<file path="src/rtl/dec_stream.sv">
// dec_stream: pipelined binary-to-N decoder (one-hot, thermometer, active-low one-hot)
// with valid/ready handshakes on both sides. A main register plus a skid register
// sustain one transfer per cycle under back-pressure. There is no combinational path
// from the index to Y.
module dec_stream #(
    parameter int unsigned W = 5
) (
    input  logic                  clk,
    input  logic                  rst_n,
    input  logic [W-1:0]          I,
    input  logic                  En,
    input  logic [1:0]            Mode,
    input  logic                  in_valid,
    output logic                  in_ready,
    output logic [(1 << W)-1:0]   Y,
    output logic                  out_valid,
    input  logic                  out_ready
);

    localparam int unsigned N = 1 << W;

    typedef enum logic [1:0] {
        StEmpty,
        StOne,
        StTwo
    } state_e;

    state_e         state_q;
    logic [N-1:0]   main_q;
    logic [N-1:0]   skid_q;
    logic           out_valid_q;
    logic           skid_valid_q;
    logic [N-1:0]   dec_word;
    logic           in_xfer;
    logic           out_xfer;

    // Build the decode word for index k in the selected style.
    function automatic logic [N-1:0] decode_word(input logic [W-1:0] k, input logic en,
                                                 input logic [1:0] mode);
        logic [N-1:0] w;
        w = '0;
        if (en) begin
            for (int unsigned b = 0; b < N; b++) begin
                case (mode)
                    2'b00:   w[b] = (b[W-1:0] == k);
                    2'b01:   w[b] = (b[W-1:0] <= k);
                    2'b10:   w[b] = (b[W-1:0] != k);
                    default: w[b] = 1'b0;
                endcase
            end
        end
        return w;
    endfunction

    // Decode at acceptance; handshake qualifiers depend only on registered state.
    always_comb begin
        dec_word  = decode_word(I, En, Mode);
        in_ready  = rst_n & ~skid_valid_q;
        in_xfer   = in_valid & in_ready;
        out_xfer  = out_valid_q & out_ready;
        out_valid = out_valid_q;
        Y         = out_valid_q ? main_q : '0;
    end

    // Buffer FSM: reset discards everything, otherwise move words main <- skid <- input.
    always_ff @(posedge clk) begin
        if (!rst_n) begin
            state_q      <= StEmpty;
            main_q       <= '0;
            skid_q       <= '0;
            out_valid_q  <= 1'b0;
            skid_valid_q <= 1'b0;
        end else begin
            case (state_q)
                StEmpty: begin
                    if (in_xfer) begin
                        main_q      <= dec_word;
                        out_valid_q <= 1'b1;
                        state_q     <= StOne;
                    end
                end
                StOne: begin
                    if (in_xfer && out_xfer) begin
                        main_q <= dec_word;
                    end else if (in_xfer) begin
                        skid_q       <= dec_word;
                        skid_valid_q <= 1'b1;
                        state_q      <= StTwo;
                    end else if (out_xfer) begin
                        main_q      <= '0;
                        out_valid_q <= 1'b0;
                        state_q     <= StEmpty;
                    end
                end
                StTwo: begin
                    if (out_xfer) begin
                        main_q       <= skid_q;
                        skid_q       <= '0;
                        skid_valid_q <= 1'b0;
                        state_q      <= StOne;
                    end
                end
                default: begin
                    state_q      <= StEmpty;
                    main_q       <= '0;
                    skid_q       <= '0;
                    out_valid_q  <= 1'b0;
                    skid_valid_q <= 1'b0;
                end
            endcase
        end
    end

endmodule

</file>
<file path="config.mk">
export PLATFORM = sky130hd
export DESIGN_NAME = dec_stream
export DESIGN_NICKNAME = d
export VERILOG_FILES = /design/src/rtl/dec_stream.sv
export SDC_FILE = /design/constraint.sdc
export NUM_CORES = 1
export LEC_CHECK = 0
export ABC_CLOCK_PERIOD_IN_PS = 2100
export BUFFER_PORTS_ARGS = -buffer_cell sky130_fd_sc_hd__buf_2
export CAP_MARGIN = 20
export CORE_MARGIN = 2
export CORE_UTILIZATION = 40
export DETAILED_ROUTE_END_ITERATION = 6
export MAX_ROUTING_LAYER = met4
export SLEW_MARGIN = 25
export SYNTH_ARGS = -nofsm -noshare
export SYNTH_HDL_FRONTEND = slang
export SYNTH_SLANG_ARGS = --single-unit
</file>
<file path="constraint.sdc">
create_clock -name clk -period 2.1 [get_ports clk]
set_clock_uncertainty 0.15 [all_clocks]
set_input_delay 0.42 -clock clk [delete_from_list [all_inputs] [get_ports clk]]
set_output_delay 0.42 -clock clk [all_outputs]
set_load 0.03 [all_outputs]
</file>
==> out/results.ini <==
[routing]
drc_errors = 0
dr.pass1.iters = 4
drt_first_iter_violations = 423
wl_per_cell_um = 18.9
vias = 4815
avgViaCountPerCell = 6.07
antenna_left = 0
wirelength_um = 15000

[worst_hold_path]
whs_path_depth = 4
hold_path.class = primary input to register
worstHoldStart = out_ready
min_to = out_valid$_SDFFE_PN0P_

[timing]
slew_headroom = 0.544
setup_tns_ns = 0
fin_crit_sh = 0.948
fin_hold_ws_ns = 0.275
max_freq_mhz = 502
hold_violations = 0
period_minus_slack_ns = 1.99
rsz0062_at_grt = false
slew_violations = 0
setup_viol = 0
worstMarginPinSlew_ns = 0.681

[worst_setup_path]
startpoint_type = register
critPathCaptureType = output port
critPathMaxFanout = 20
cp.required_ns = 1.53
rr_endpoint = main_q[17]$_SDFFE_PN0P_
crit_type = register to output port
cpLargestDelayFamily = flip-flops
worst-r2r-setup-slack_ns = 0.19
r2r_start = out_valid$_SDFFE_PN0P_
slowest_stage = dfxtp_1
slowest_delay_ns = 0.45
path_cells = buf_4, and2_1, buf_2
r2r.worst_path.cells = 6
critPathArrivalTime_ns = 1.42
crit_buf_inv = 2

[synth]
muxShareOfSynthArea = 0.0321
ys.flop_type = dfxtp_1
netlist_area_mm2 = 0.00437
synth_compound_area_frac = 0.349
ys_async_sr_fraction = 0
synth_cells = 573
synth_edf_count = 0
ys_ff_latch = 68
ys_warn_count = 0
synth_fp_nets = 585
synth_xor_area_frac = 0.00200
seq_area_frac_synth = 0.312
synth_top_family_by_area = compound AO/OA/AOI/OAI gates
yosys.area_share.simple = 0.241
avgSynthCellArea_um2 = 7.63
synth.distinct_cells = 63
yosys.area_share.adder = 0

[global_routing]
antenna_found_initial = 0
grt_usage = 0.267
grt_pass1_vias = 4400
grt_max_degree = 21
grt_overflow_total = 0
grt_pass1_wl_um = 23700

[die]
initial_core_util = 0.407
die_w_um = 109
core_mm2 = 0.0107
die_area_mm2 = 0.0118
fp.dieH_um = 109
fp-row-count = 38
io_pins = 46

[flow_run]
drv_cap = 0

[pwr]
p_per_area_mw_per_mm2 = 633
total_power_mw = 3.36
power_leakage_nw = 2.06
ir_drop_v = 0.000268

[finish]
fillers = 1097
insertedDiodeCount = 0
fin_nets = 660
area_growth_pct = 21.5
drive_gt1_frac = 0.230

[clock_tree]
cts-root-buf = clkbuf_8
clock_latency_ns = 0.36
path_clk_slew_ns = 0.08
numCtsBuffers = 9
cts_max_level = 3
max-clock-path-buffers = 2
postCtsHoldBufs = 0
cts_tree = built
cts_num_sinks = 68

[run_status]
status = completed

[placed_design]
hpwl_um = 10800
place_congestion = 0.956
portBuffers = 45

-- power breakdown --
group | switching (mW) | total (mW) | leakage, nW | internal [mW]
combinational | 0.465 | 0.738 | 1.41 | 0.273
sequential | 0.0425 | 1.37 | 0.551 | 1.33
clock | 0.542 | 1.25 | 0.106 | 0.706
total | 1.05 | 3.36 | 2.06 | 2.31
-- placed cells by master (no fill, tap or decap), types with 3 or more instances in the layout --
cell type / netlist / layout
a21oi_1: 48 / 48
and2_1: 34 / 34
o31ai_1: 5 / 5
a221o_1: 3 / 3
nor3_1: 16 / 16
o21ai_1: 3 / 3
a22oi_1: 16 / 16
a211oi_1: 10 / 10
inv_1: 5 / 4
nand3_1: 16 / 16
and3b_1: 3 / 3
nand2b_1: 8 / 8
nor3_2: 4 / 3
nand3b_1: 4 / 4
nor2b_1: 4 / 4
a32oi_1: 3 / 3
a221oi_1: 7 / 7
o22ai_1: 16 / 16
dfxtp_1: 68 / 67
nor2_1: 54 / 54
a31oi_1: 5 / 5
buf_2: 21 / 45
a32o_1: 4 / 4
o21ai_0: 51 / 51
clkinvlp_4: 0 / 3
o32ai_1: 3 / 3
o211ai_1: 13 / 13
and3_1: 6 / 5
a22o_1: 7 / 7
mux2i_1: 14 / 14
clkbuf_8: 0 / 10
nand2_1: 45 / 44
a41oi_1: 6 / 6
o2bb2ai_1: 7 / 7
buf_4: 5 / 70
-- worst register-to-register path: cells and delay by family, from the launching register on --
| family | cells | cell delay [ns] |
|---|---|---|
| AOI/OAI and AO/OA | 2 | 0.53 |
| and+or+nand+nor | 3 | 0.40 |
| buffers and inverters | 1 | 0.26 |
| DFF | 1 | 0.45 |
-- Yosys cell counts, types with 8 or more instances --
master / instances / area share
dfxtp_1: 68 / 0.31
nor2_1: 54 / 0.046
o21ai_0: 51 / 0.058
a21oi_1: 48 / 0.055
nand2_1: 45 / 0.039
and2_1: 34 / 0.049
buf_2: 21 / 0.024
clkbuf_1: 21 / 0.018
a22oi_1: 16 / 0.027
nand3_1: 16 / 0.018
nor3_1: 16 / 0.018
o22ai_1: 16 / 0.023
mux2i_1: 14 / 0.032
o211ai_1: 13 / 0.022
a211oi_1: 10 / 0.017
nand2b_1: 8 / 0.011
-- flip-flops by register name, indices dropped and copies added (netlist names) --
name          flops
main_q           32
out_valid         1
skid_q           32
skid_valid_q      1
state_q           2
-- per-stage QoR --
step,utilization,area (um2),instances,setup WS (ns)
2_1_floorplan,-,4370,573,0.134
3_3_place_gp,0.469,5040,775,0.0411
3_5_place_dp,0.469,5040,775,0.0466
4_1_cts,0.490,5270,791,0.0271
5_1_grt,0.494,5310,793,0.0144
6_report,0.494,5310,793,0.109
-- per-layer routing --
layer,share of wire,track usage,vias to the layer above
li1,-,-,2284
met1,0.44,0.363,2281
met2,0.45,0.400,221
met3,0.080,0.0398,29
met4,0.025,0.0998,0
met5,0,-,-
-- logic make-up after synthesis --
| logic type | Yosys count |
|---|---|
| buf+inv | 58 |
| xor+xnor | 1 |
| flops | 68 |
| mux | 14 |
| simple gates | 206 |
| compound gates | 226 |
-- area by class of cell --
| type | count | area, um2 | share of cell area |
|---|---|---|---|
| Clock buffer | 11 | 141 | 0.0266 |
| Clock inverter | 5 | 83.8 | 0.0158 |
| Inverter | 6 | 26.3 | 0.00495 |
| Multi-Input combinational cell | 447 | 2750 | 0.518 |
| Sequential cell | 68 | 1360 | 0.257 |
| Tap cell | 140 | 175 | 0.0330 |
| Timing Repair Buffer | 116 | 771 | 0.145 |
-- repair_timing --
item	in CTS	in global routing
setup endpoints to repair	0	13
buffers inserted	0	2
resized for setup	0	6
-- how the worst max path moves through the flow --
stage / endpoint / slack [ns] / depth (start not counted) / from
global route: Y[15] / 0.01 / 3 / out_valid$_SDFFE_PN0P_
detailed placement: main_q[26]$_SDFFE_PN0P_ / 0.05 / 6 / I[3]
finish: Y[17] / 0.11 / 3 / out_valid$_SDFFE_PN0P_
floorplan: in_ready / 0.13 / 5 / rst_n
CTS: skid_q[6]$_SDFFE_PN0P_ / 0.03 / 5 / state_q[0]$_SDFFE_PN0P_
global placement: main_q[26]$_SDFFE_PN0P_ / 0.04 / 6 / I[3]
Note: power is estimated with default switching activity, not from simulation.
